==> src/rtl/g_adder_arbiter32_if.sv <==
// One requester's channel into the shared-adder arbiter: the request handshake
// with its operands, and the response handshake with the registered result.
interface g_adder_arbiter32_if #(parameter int WIDTH = 32);
   logic             req_valid;
   logic             req_ready;
   logic [WIDTH-1:0] req_a;
   logic [WIDTH-1:0] req_b;
   logic             req_ci;
   logic             rsp_valid;
   logic             rsp_ready;
   logic [WIDTH-1:0] rsp_sum;
   logic             rsp_co;

   modport master (
      output req_valid, req_a, req_b, req_ci, rsp_ready,
      input  req_ready, rsp_valid, rsp_sum, rsp_co
   );

   modport slave (
      input  req_valid, req_a, req_b, req_ci, rsp_ready,
      output req_ready, rsp_valid, rsp_sum, rsp_co
   );
endinterface

==> src/rtl/g_adder_arbiter32.sv <==
// Round-robin sequencer sharing one combinational 32-bit adder between two
// requesters: accept, drive the adder for one cycle, then hold the result.
module g_adder_arbiter32 #(
   parameter int WIDTH = 32
) (
   input  logic                 clk,
   input  logic                 rst_n,
   g_adder_arbiter32_if.slave   p0,
   g_adder_arbiter32_if.slave   p1,
   output logic [WIDTH-1:0]     add_in1,
   output logic [WIDTH-1:0]     add_in2,
   output logic                 add_ci,
   output logic                 add_enable,
   input  logic [WIDTH-1:0]     add_out,
   input  logic                 add_co,
   output logic                 busy
);

   typedef enum logic [1:0] {IDLE, ISSUE, RESP} state_t;

   state_t           state, state_next;
   logic             last_grant;
   logic             grant;
   logic             sel;
   logic             accept;
   logic [1:0]       req_valid;
   logic [1:0]       rsp_ready;
   logic [1:0]       rsp_valid;
   logic [1:0]       rsp_co;
   logic [WIDTH-1:0] rsp_sum [2];

   assign req_valid = {p1.req_valid, p0.req_valid};
   assign rsp_ready = {p1.rsp_ready, p0.rsp_ready};

   // A tie goes to the port that did not win last time.
   assign sel    = (&req_valid) ? ~last_grant : req_valid[1];
   assign accept = rst_n && (state == IDLE) && (|req_valid);

   assign p0.req_ready = accept && !sel;
   assign p1.req_ready = accept && sel;
   assign p0.rsp_valid = rsp_valid[0];
   assign p1.rsp_valid = rsp_valid[1];
   assign p0.rsp_sum   = rsp_sum[0];
   assign p1.rsp_sum   = rsp_sum[1];
   assign p0.rsp_co    = rsp_co[0];
   assign p1.rsp_co    = rsp_co[1];
   assign busy         = (state != IDLE);

   always_ff @(posedge clk) begin
      // NOTE: state registers use <= so every flop samples pre-edge values.
      if (!rst_n) state <= IDLE;
      else        state <= state_next;
   end

   always_comb begin
      // NOTE: default first, so no path through the case leaves it unassigned (no latch).
      state_next = state;
      unique case (state)
         IDLE:    if (|req_valid) state_next = ISSUE;
         ISSUE:   state_next = RESP;
         RESP:    if (rsp_ready[grant]) state_next = IDLE;
         default: state_next = IDLE;
      endcase
   end

   always_ff @(posedge clk) begin
      if (!rst_n) begin
         last_grant <= 1'b1;
         grant      <= 1'b0;
         add_in1    <= '0;
         add_in2    <= '0;
         add_ci     <= 1'b0;
         add_enable <= 1'b0;
         rsp_valid  <= '0;
         rsp_co     <= '0;
         rsp_sum[0] <= '0;
         rsp_sum[1] <= '0;
      end else begin
         unique case (state)
            IDLE: begin
               if (accept) begin
                  add_in1    <= sel ? p1.req_a  : p0.req_a;
                  add_in2    <= sel ? p1.req_b  : p0.req_b;
                  add_ci     <= sel ? p1.req_ci : p0.req_ci;
                  add_enable <= 1'b1;
                  grant      <= sel;
               end
            end
            ISSUE: begin
               rsp_sum[grant]   <= add_out;
               rsp_co[grant]    <= add_co;
               rsp_valid[grant] <= 1'b1;
               add_enable       <= 1'b0;
               last_grant       <= grant;
            end
            RESP: begin
               if (rsp_ready[grant]) rsp_valid[grant] <= 1'b0;
            end
            default: ;
         endcase
      end
   end

endmodule
==> src/flat_wrapper.sv <==
// flat-port wrapper written by rule: the top's interface ports become plain ports
module g_adder_arbiter32_flat 
#(
   parameter int WIDTH = 32
)
  (clk, rst_n, add_in1, add_in2, add_ci, add_enable, add_out, add_co, busy, p0_req_valid, p0_req_a, p0_req_b, p0_req_ci, p0_rsp_ready, p0_req_ready, p0_rsp_valid, p0_rsp_sum, p0_rsp_co, p1_req_valid, p1_req_a, p1_req_b, p1_req_ci, p1_rsp_ready, p1_req_ready, p1_rsp_valid, p1_rsp_sum, p1_rsp_co);
  g_adder_arbiter32_if #(.WIDTH(WIDTH)) p0_i ();
  g_adder_arbiter32_if #(.WIDTH(WIDTH)) p1_i ();
  input  logic clk;
  input  logic rst_n;
  output logic [WIDTH-1:0] add_in1;
  output logic [WIDTH-1:0] add_in2;
  output logic add_ci;
  output logic add_enable;
  input  logic [WIDTH-1:0] add_out;
  input  logic add_co;
  output logic busy;
  input wire logic [$bits(p0_i.req_valid)-1:0] p0_req_valid;
  input wire logic [$bits(p0_i.req_a)-1:0] p0_req_a;
  input wire logic [$bits(p0_i.req_b)-1:0] p0_req_b;
  input wire logic [$bits(p0_i.req_ci)-1:0] p0_req_ci;
  input wire logic [$bits(p0_i.rsp_ready)-1:0] p0_rsp_ready;
  output wire logic [$bits(p0_i.req_ready)-1:0] p0_req_ready;
  output wire logic [$bits(p0_i.rsp_valid)-1:0] p0_rsp_valid;
  output wire logic [$bits(p0_i.rsp_sum)-1:0] p0_rsp_sum;
  output wire logic [$bits(p0_i.rsp_co)-1:0] p0_rsp_co;
  input wire logic [$bits(p1_i.req_valid)-1:0] p1_req_valid;
  input wire logic [$bits(p1_i.req_a)-1:0] p1_req_a;
  input wire logic [$bits(p1_i.req_b)-1:0] p1_req_b;
  input wire logic [$bits(p1_i.req_ci)-1:0] p1_req_ci;
  input wire logic [$bits(p1_i.rsp_ready)-1:0] p1_rsp_ready;
  output wire logic [$bits(p1_i.req_ready)-1:0] p1_req_ready;
  output wire logic [$bits(p1_i.rsp_valid)-1:0] p1_rsp_valid;
  output wire logic [$bits(p1_i.rsp_sum)-1:0] p1_rsp_sum;
  output wire logic [$bits(p1_i.rsp_co)-1:0] p1_rsp_co;
  assign p0_i.req_valid = p0_req_valid;
  assign p0_i.req_a = p0_req_a;
  assign p0_i.req_b = p0_req_b;
  assign p0_i.req_ci = p0_req_ci;
  assign p0_i.rsp_ready = p0_rsp_ready;
  assign p0_req_ready = p0_i.req_ready;
  assign p0_rsp_valid = p0_i.rsp_valid;
  assign p0_rsp_sum = p0_i.rsp_sum;
  assign p0_rsp_co = p0_i.rsp_co;
  assign p1_i.req_valid = p1_req_valid;
  assign p1_i.req_a = p1_req_a;
  assign p1_i.req_b = p1_req_b;
  assign p1_i.req_ci = p1_req_ci;
  assign p1_i.rsp_ready = p1_rsp_ready;
  assign p1_req_ready = p1_i.req_ready;
  assign p1_rsp_valid = p1_i.rsp_valid;
  assign p1_rsp_sum = p1_i.rsp_sum;
  assign p1_rsp_co = p1_i.rsp_co;
  g_adder_arbiter32 #(.WIDTH(WIDTH)) u_core (.clk(clk), .rst_n(rst_n), .p0(p0_i), .p1(p1_i), .add_in1(add_in1), .add_in2(add_in2), .add_ci(add_ci), .add_enable(add_enable), .add_out(add_out), .add_co(add_co), .busy(busy));
endmodule
==> config.mk <==
export PLATFORM = sky130hd
export DESIGN_NAME = g_adder_arbiter32_flat
export DESIGN_NICKNAME = d
export VERILOG_FILES = /design/src/rtl/g_adder_arbiter32_if.sv /design/src/rtl/g_adder_arbiter32.sv /design/src/flat_wrapper.sv
export SDC_FILE = /design/constraint.sdc
export NUM_CORES = 1
export LEC_CHECK = 0
export CELL_PAD_IN_SITES_DETAIL_PLACEMENT = 2
export CELL_PAD_IN_SITES_GLOBAL_PLACEMENT = 2
export CORE_ASPECT_RATIO = 0.7
export CORE_UTILIZATION = 22
export CTS_CLUSTER_SIZE = 24
export DETAILED_ROUTE_END_ITERATION = 8
export PLACE_DENSITY = 0.83
export SLEW_MARGIN = 20
export SYNTH_ARGS = -nofsm -noshare
export SYNTH_HDL_FRONTEND = slang
export SYNTH_SLANG_ARGS = --single-unit
==> constraint.sdc <==
create_clock -name clk -period 3.8 [get_ports clk]
set_input_delay 0.57 -clock clk [delete_from_list [all_inputs] [get_ports clk]]
set_output_delay 0.57 -clock clk [all_outputs]
set_load 0.05 [all_outputs]
==> summary.txt, run 1 <==
Logic synthesis
  – Post-synthesis cell count: between 500 and 600
  – Asr flop ratio synth: 0%
  – Register area share after synthesis: between 50 and 60%
  – Syn avg cell area: between 10 and 15 µm²
  – Synth unique cells: 29
  – Area share of the largest cell type after synthesis: 33.84%
  – Synth cell count leaders: nand2_1 (135), dfxtp_1 (74), a21oi_1 (70)
  – Synthesized Nets: 722
  – Number of synthesized flops with an enable pin: 64
  – FF+latch count, synth: ~140
  – Leading area contributor after synthesis: edfxtp_1
  – Syn. warnings: 0
  – Synth area leaders: edfxtp_1 (34%), dfxtp_1 (26%), a311oi_1 (10%)
  – Mapped cell area: between 0.005 and 0.006 mm²
  – Most common flop cell mapped by yosys: dfxtp_1
  – Cell with the most instances after synthesis: nand2_1

Timing
  – Clock Skew: between 7 and 8 ps
  – Final hold vios: 0
  – Max_slew headroom: just over 40%
  – Worst-Margin Slew: between 800 and 900 ps
  – Setup TNS: 0 ps
  – Min Hold Slack: ~470 ps
  – Post-layout min period: about 2600 ps
  – Max Clk Rate: ~380 MHz
  – Final WS setup: ~1200 ps
  – RSZ-0062 raised after global routing: false
  – Final setup viols: 0
  – Final Cycle Share: ~70%
  – Final Max Slew Viols: 0

Critical path
  – Worst path slowest cell: clkdlybuf4s50_1
  – Worst setup SP type: primary input
  – CP Capture Type: output pin
  – CP required: 3230 ps
  – Delay-heaviest family, CP: buffers and inverters
  – Worst r2r src: u_core.grant
  – Critical path arrival: approximately 2100 ps
  – Crit path kind: primary input to output pin
  – Critical Path Max Stage Delay: roughly 640 ps
  – Critical Path Start: rst_n
  – Buf/Inv on CP: 2
  – Critical Path, Cell by Cell: clkdlybuf4s50_1 > nor3b_4 > nand2_1 > nor2_1 > buf_12
  – Max FO, Critical Path: 5
  – Reg2reg setup slack: between 1500 and 2000 ps

Floorplan
  – Ports: a little over 300
  – Core Region: ~0.025 mm²
  – FP Rows: 48
  – Chip Width: 194.0 µm
  – Die span in y: between 100 and 150 µm
  – Initial Util: a little under a quarter
  – Die ar.: ~0.026 mm²

Detailed routing
  – # DRC: 0
  – Routed wire length per instance: 20.11 µm
  – Via count: 5439
  – Post-Route WL: 23670 µm
  – DR pass1 iterations: 4
  – Post-route ant nets: 0
  – DR vias/cell: ~4.6
  – Starting DRT DRC Count: 109

Power
  – Combinational Power Share: 26.6%
  – P_leak: between 0.003 and 0.004 µW
  – Part of the power in registers: a little under two fifths
  – Switching fraction of total power: about a third
  – Int Pwr: 3097 µW
  – Clock share of power: 35.1%
  – Max VDD drop: ~0.29 mV
  – PwrDens: ~470 mW/mm²
  – P_sw: 1445 µW

Layout
  – Fillers: between 2000 and 3000
  – Diodes inserted: 0
  – Area of the multi-input gates: approximately 0.002 mm²
  – Register area: 0.003403 mm²
  – Nets: a little over 1000
  – Non-filler instance count after layout: around 1200
  – Syn-to-layout area delta: 69.24%
  – Final Instance Area: slightly below 0.01 mm²
  – Share of cells above drive strength 1: between 5 and 6%

Clocking
  – H-tree Lvls: 4
  – Skew-Pair Late Insertion Delay: ~420 ps
  – CTS resizes: 0
  – Setup bufs post-CTS: 0
  – Clock buffer depth: 2
  – Clock sink count: 138
  – Clk root buf: clkbuf_16
  – TritonCTS buffer count: 17
  – CTS tree: yes
  – Clock transition at path regs: roughly 60 ps
  – Cts hold-fix bufs: 0

Run
  – Max-cap violations: 0

Place
  – Dpl cell area: 0.009066 mm²
  – Buffers on Ports: 305
  – Hpwl dp: ~17000 µm
  – Setup WS pre-CTS: approximately 1200 ps
  – GPL Wtd Cong: 0.7752
  – Placed Cells: 1146

Worst hold path
  – Critical hold path startpoint: u_core.add_enable
  – Hold WC Path Type: register to register

Global routing
  – Vias in the first global route: approximately 6100
  – Largest net degree at the start of global routing: between 50 and 60
  – Gr usage total: between 10% and 20%
  – Wire length of the first global-routing pass: 36280 µm
  – Initial antenna violation count: 2
  – GRT overflow: 0

Status
  – Status: complete, no violations
metal layers:
metal	vias to the layer above	global-route usage, %	share of wire, %
li1	2549	-	-
met1	2693	21.82	44
met2	175	30.34	48
met3	20	7.045	7.2
met4	2	5.159	1.2
met5	-	0	0.051
power groups by stage:
stage	Sequential (µW)	Combinational [µW]	Clock (µW)
2_1_floorplan	2180	278	0
3_3_place_gp	1770	1200	0
3_5_place_dp	1780	1220	0
4_1_cts	1750	1220	1650
5_1_grt	1760	1270	1710
6_report	1740	1210	1590
worst min-delay path: stages (launching register included):
cell and delay, ps:
dfxtp_1 310, nand3_1 70, nand2_1 50
sequential cells by signal (all words and copies together), names as in the netlist, named ones only:
signal / cells
u_core.add_ci: 1
u_core.add_enable: 1
u_core.add_in1: 32
u_core.add_in2: 32
u_core.grant: 1
u_core.last_grant: 1
u_core.rsp_co: 2
u_core.rsp_sum: 64
u_core.state: 2
cell usage in the layout (no fill, tap or decap), types with 2 or more instances in the layout:
master	n
inv_1	4
a21oi_1	70
bufinv_16	2
a21o_1	2
buf_12	4
nand3b_1	3
nand3_1	2
and2_1	64
nand2_1	135
a311oi_1	65
dfxtp_1	74
clkinvlp_4	2
edfxtp_1	64
nor2_1	2
a211oi_1	2
buf_4	12
clkbuf_16	17
clkdlybuf4s50_1	303
clkbuf_1	6
inv_2	2
nor3_2	2
or2_2	2
clkinv_2	2
cells by family after synthesis:
family	after synthesis	synth area share, %
compound gates	145	17.56
buf+inv	57	4.825
flops	138	59.93
mux	1	0.1763
simple gates	212	17.52
worst paths after layout:
path | depth (start not counted) | endpoint
setup / recovery | 5 | p0_req_ready
hold / removal | 2 | u_core.add_enable
setup reg to reg | 3 | u_core.rsp_sum[1][17]
hold reg to reg | 2 | u_core.add_enable
per-stage QoR:
step	power, µW	util [%]
6_report	4542	38.47
3_3_place_gp	2963	36.29
2_1_floorplan	2453	-
3_5_place_dp	2994	36.29
4_1_cts	4615	38.47
5_1_grt	4735	38.47
layout make-up:
| class | instances | area share (%) |
|---|---|---|
| inverter | 6 | 0.2343 |
| tap | 325 | 4.231 |
| clock buffer | 23 | 4.660 |
| multi-input combinational | 358 | 21.13 |
| sequential | 138 | 35.41 |
| timing repair buffer | 319 | 33.32 |
| clock inverter | 8 | 1.015 |
(Power assumes the default switching activity.)
==> run 2, diff against run 1 <==
Clock period 3.8 ns to 2.6 ns, I/O delays scaled along.
==> run 2 against run 1 <==
Against the previous run: first-iteration DRC count grew 44%; cell count grew 0.17%; wire length grew 4.1%; critical path type is now register to output pin; largest cell class unchanged.
==> summary.txt, run 2 (synthesized netlist as in run 1, its figures left out) <==
Detailed routing
  – DR vias/cell: ~4.6
  – DR pass1 iterations: 4
  – # DRC: 0
  – Starting DRT DRC Count: between 150 and 200
  – Via count: between 5000 and 6000
  – Post-Route WL: about 25000 µm
  – Post-route ant nets: 0
  – Routed wire length per instance: 20.91 µm

Layout
  – Most common cell after layout, fill and taps aside: clkdlybuf4s50_1
  – Syn-to-layout area delta: 69.66%
  – Most frequent cells in the layout: clkdlybuf4s50_1 (303), nand2_1 (135), dfxtp_1 (74), a21oi_1 (70), a311oi_1 (65)
  – Biggest regs: u_core.rsp_sum x64, u_core.add_in1 x32, u_core.add_in2 x32
  – Fin util: 38.57%
  – Top reg by flops: u_core.rsp_sum
  – Share of cells above drive strength 1: about 6.4%
  – Nets: ~1000
  – Largest register FFs: between 60 and 70

Global routing
  – Wire length of the first global-routing pass: between 30000 and 40000 µm
  – Initial antenna violation count: 1
  – Largest net degree at the start of global routing: roughly 70
  – Vias in the first global route: roughly 6000
  – GRT overflow: 0
  – Gr usage total: a little under a fifth

Clocking
  – H-tree Lvls: 4
  – TritonCTS buffer count: 17
  – Skew-Pair Late Insertion Delay: approximately 430 ps
  – CTS resizes: 0
  – Setup bufs post-CTS: 0
  – Clock buffer depth: 2
  – Clk root buf: clkbuf_16
  – Clock sink count: approximately 140
  – Cts hold-fix bufs: 0
  – Clock transition at path regs: around 60 ps
  – CTS tree: yes

Critical path
  – Critical Path Start: u_core.state[0]
  – Cells on worst reg2reg path: 3
  – Max FO, Critical Path: 9
  – Reg2reg setup slack: approximately 690 ps
  – CP required: 2210 ps
  – Crit path kind: register to output pin
  – CP Capture Type: output pin
  – R2r endpoint: u_core.rsp_sum[0][23]
  – Worst setup SP type: register
  – Critical path arrival: ~2000 ps
  – Worst r2r src: u_core.state[0]
  – Critical Path End: busy

Timing
  – Final setup viols: 0
  – Max_slew headroom: between 50% and 60%
  – Final hold vios: 0
  – RSZ-0062 raised after global routing: false
  – Post-layout min period: approximately 2400 ps
  – Setup TNS: 0 ps
  – Final Cycle Share: between 90 and 100%
  – Max Clk Rate: approximately 420 MHz
  – Final Max Slew Viols: 0
  – Clock Skew: about 12 ps
  – Worst-Margin Slew: between 600 and 700 ps

Place
  – Hpwl dp: 17330 µm
  – Buffers on Ports: 305
  – GPL Wtd Cong: approximately 0.77

Power
  – Clock share of power: 34.9%
  – Switching fraction of total power: between 30% and 40%
  – Combinational Power Share: 26.7%
  – Int Pwr: between 4000 and 5000 µW
  – Max VDD drop: approximately 0.43 mV
  – PwrDens: 690.9 mW/mm²
  – P_leak: between 0.003 and 0.004 µW
  – P_sw: about 2200 µW
  – Part of the power in registers: 38.4%

Floorplan
  – Die ar.: roughly 0.026 mm²
  – FP Rows: 48
  – Initial Util: between 20% and 30%
  – Core Region: roughly 0.025 mm²
  – Ports: ~310
  – Die span in y: 136.4 µm
  – Chip Width: slightly below 200 µm

Status
  – Status: complete, no violations

Worst hold path
  – Hold WC Path Type: register to register
  – Hold Path Stages: 2

Run
  – Max-cap violations: 0
run 2: cell count changes in the layout (fill, tap and decap cells not counted), moves of 2 or more:
cell      change
buf_12        +2
buf_4         -2
clkbuf_1      -5
inv_6         +4
run 2: how the worst min path moves through the flow:
stage / startpoint / end / slack, ps
6_report: u_core.add_enable / u_core.add_enable / 480
5_1_grt: p1_req_a[21] / u_core.add_in1[21] / 520
4_1_cts: u_core.add_enable / u_core.add_enable / 490
3_5_place_dp: u_core.add_enable / u_core.add_enable / 480
3_3_place_gp: u_core.rsp_co[0] / u_core.rsp_co[0] / 470
2_1_floorplan: u_core.last_grant / u_core.last_grant / 470
run 2: final cells by class:
cell class	instances	area, µm²
fill	2687	15350
sequential	138	3403
timing repair buffer	319	3228
multi-input combinational	358	2023
clock buffer	18	429.2
tap	325	406.6
clock inverter	14	120.1
inverter	6	22.52
antenna	1	2.502
run 2: per-layer routing:
layer	GRT usage (%)	share of wire, %	vias to the layer above
met4	5.556	1.4	0
li1	-	-	2556
met5	0	0	-
met1	21.22	40	2672
met3	7.889	8.8	23
met2	32.93	49	215
run 2: metrics by stage:
stage	cell area, µm²	hold WS (ps)	setup slack (ps)	total power, µW	std cells
2_1_floorplan	5679	470.8	70.36	3585	553
3_3_place_gp	9084	467.5	338.4	4336	1146
3_5_place_dp	9084	479.0	288.0	4390	1146
4_1_cts	9633	487.8	181.7	6746	1178
5_1_grt	9633	524.8	142.1	6917	1178
6_report	9635	478.8	204.2	6657	1179
run 2: power by group through the flow:
stage          registers [µW]  clock network [µW]  logic, µW
2_1_floorplan            3180                   0        406
3_3_place_gp             2590                   0       1750
3_5_place_dp             2610                   0       1790
4_1_cts                  2560                2390       1800
5_1_grt                  2580                2470       1870
6_report                 2560                2320       1780
run 2: worst max-delay path, cell delays in order (launching register included):
cell and delay [ps]:
dfxtp_1 560, or2_2 190, clkdlybuf4s50_1 830
==> run 3, diff against run 2 <==
Settings changed: CAP_MARGIN set to 5.
==> results of run 3 <==
No change in the layout: final DEF, timing and power equal those of run 2.
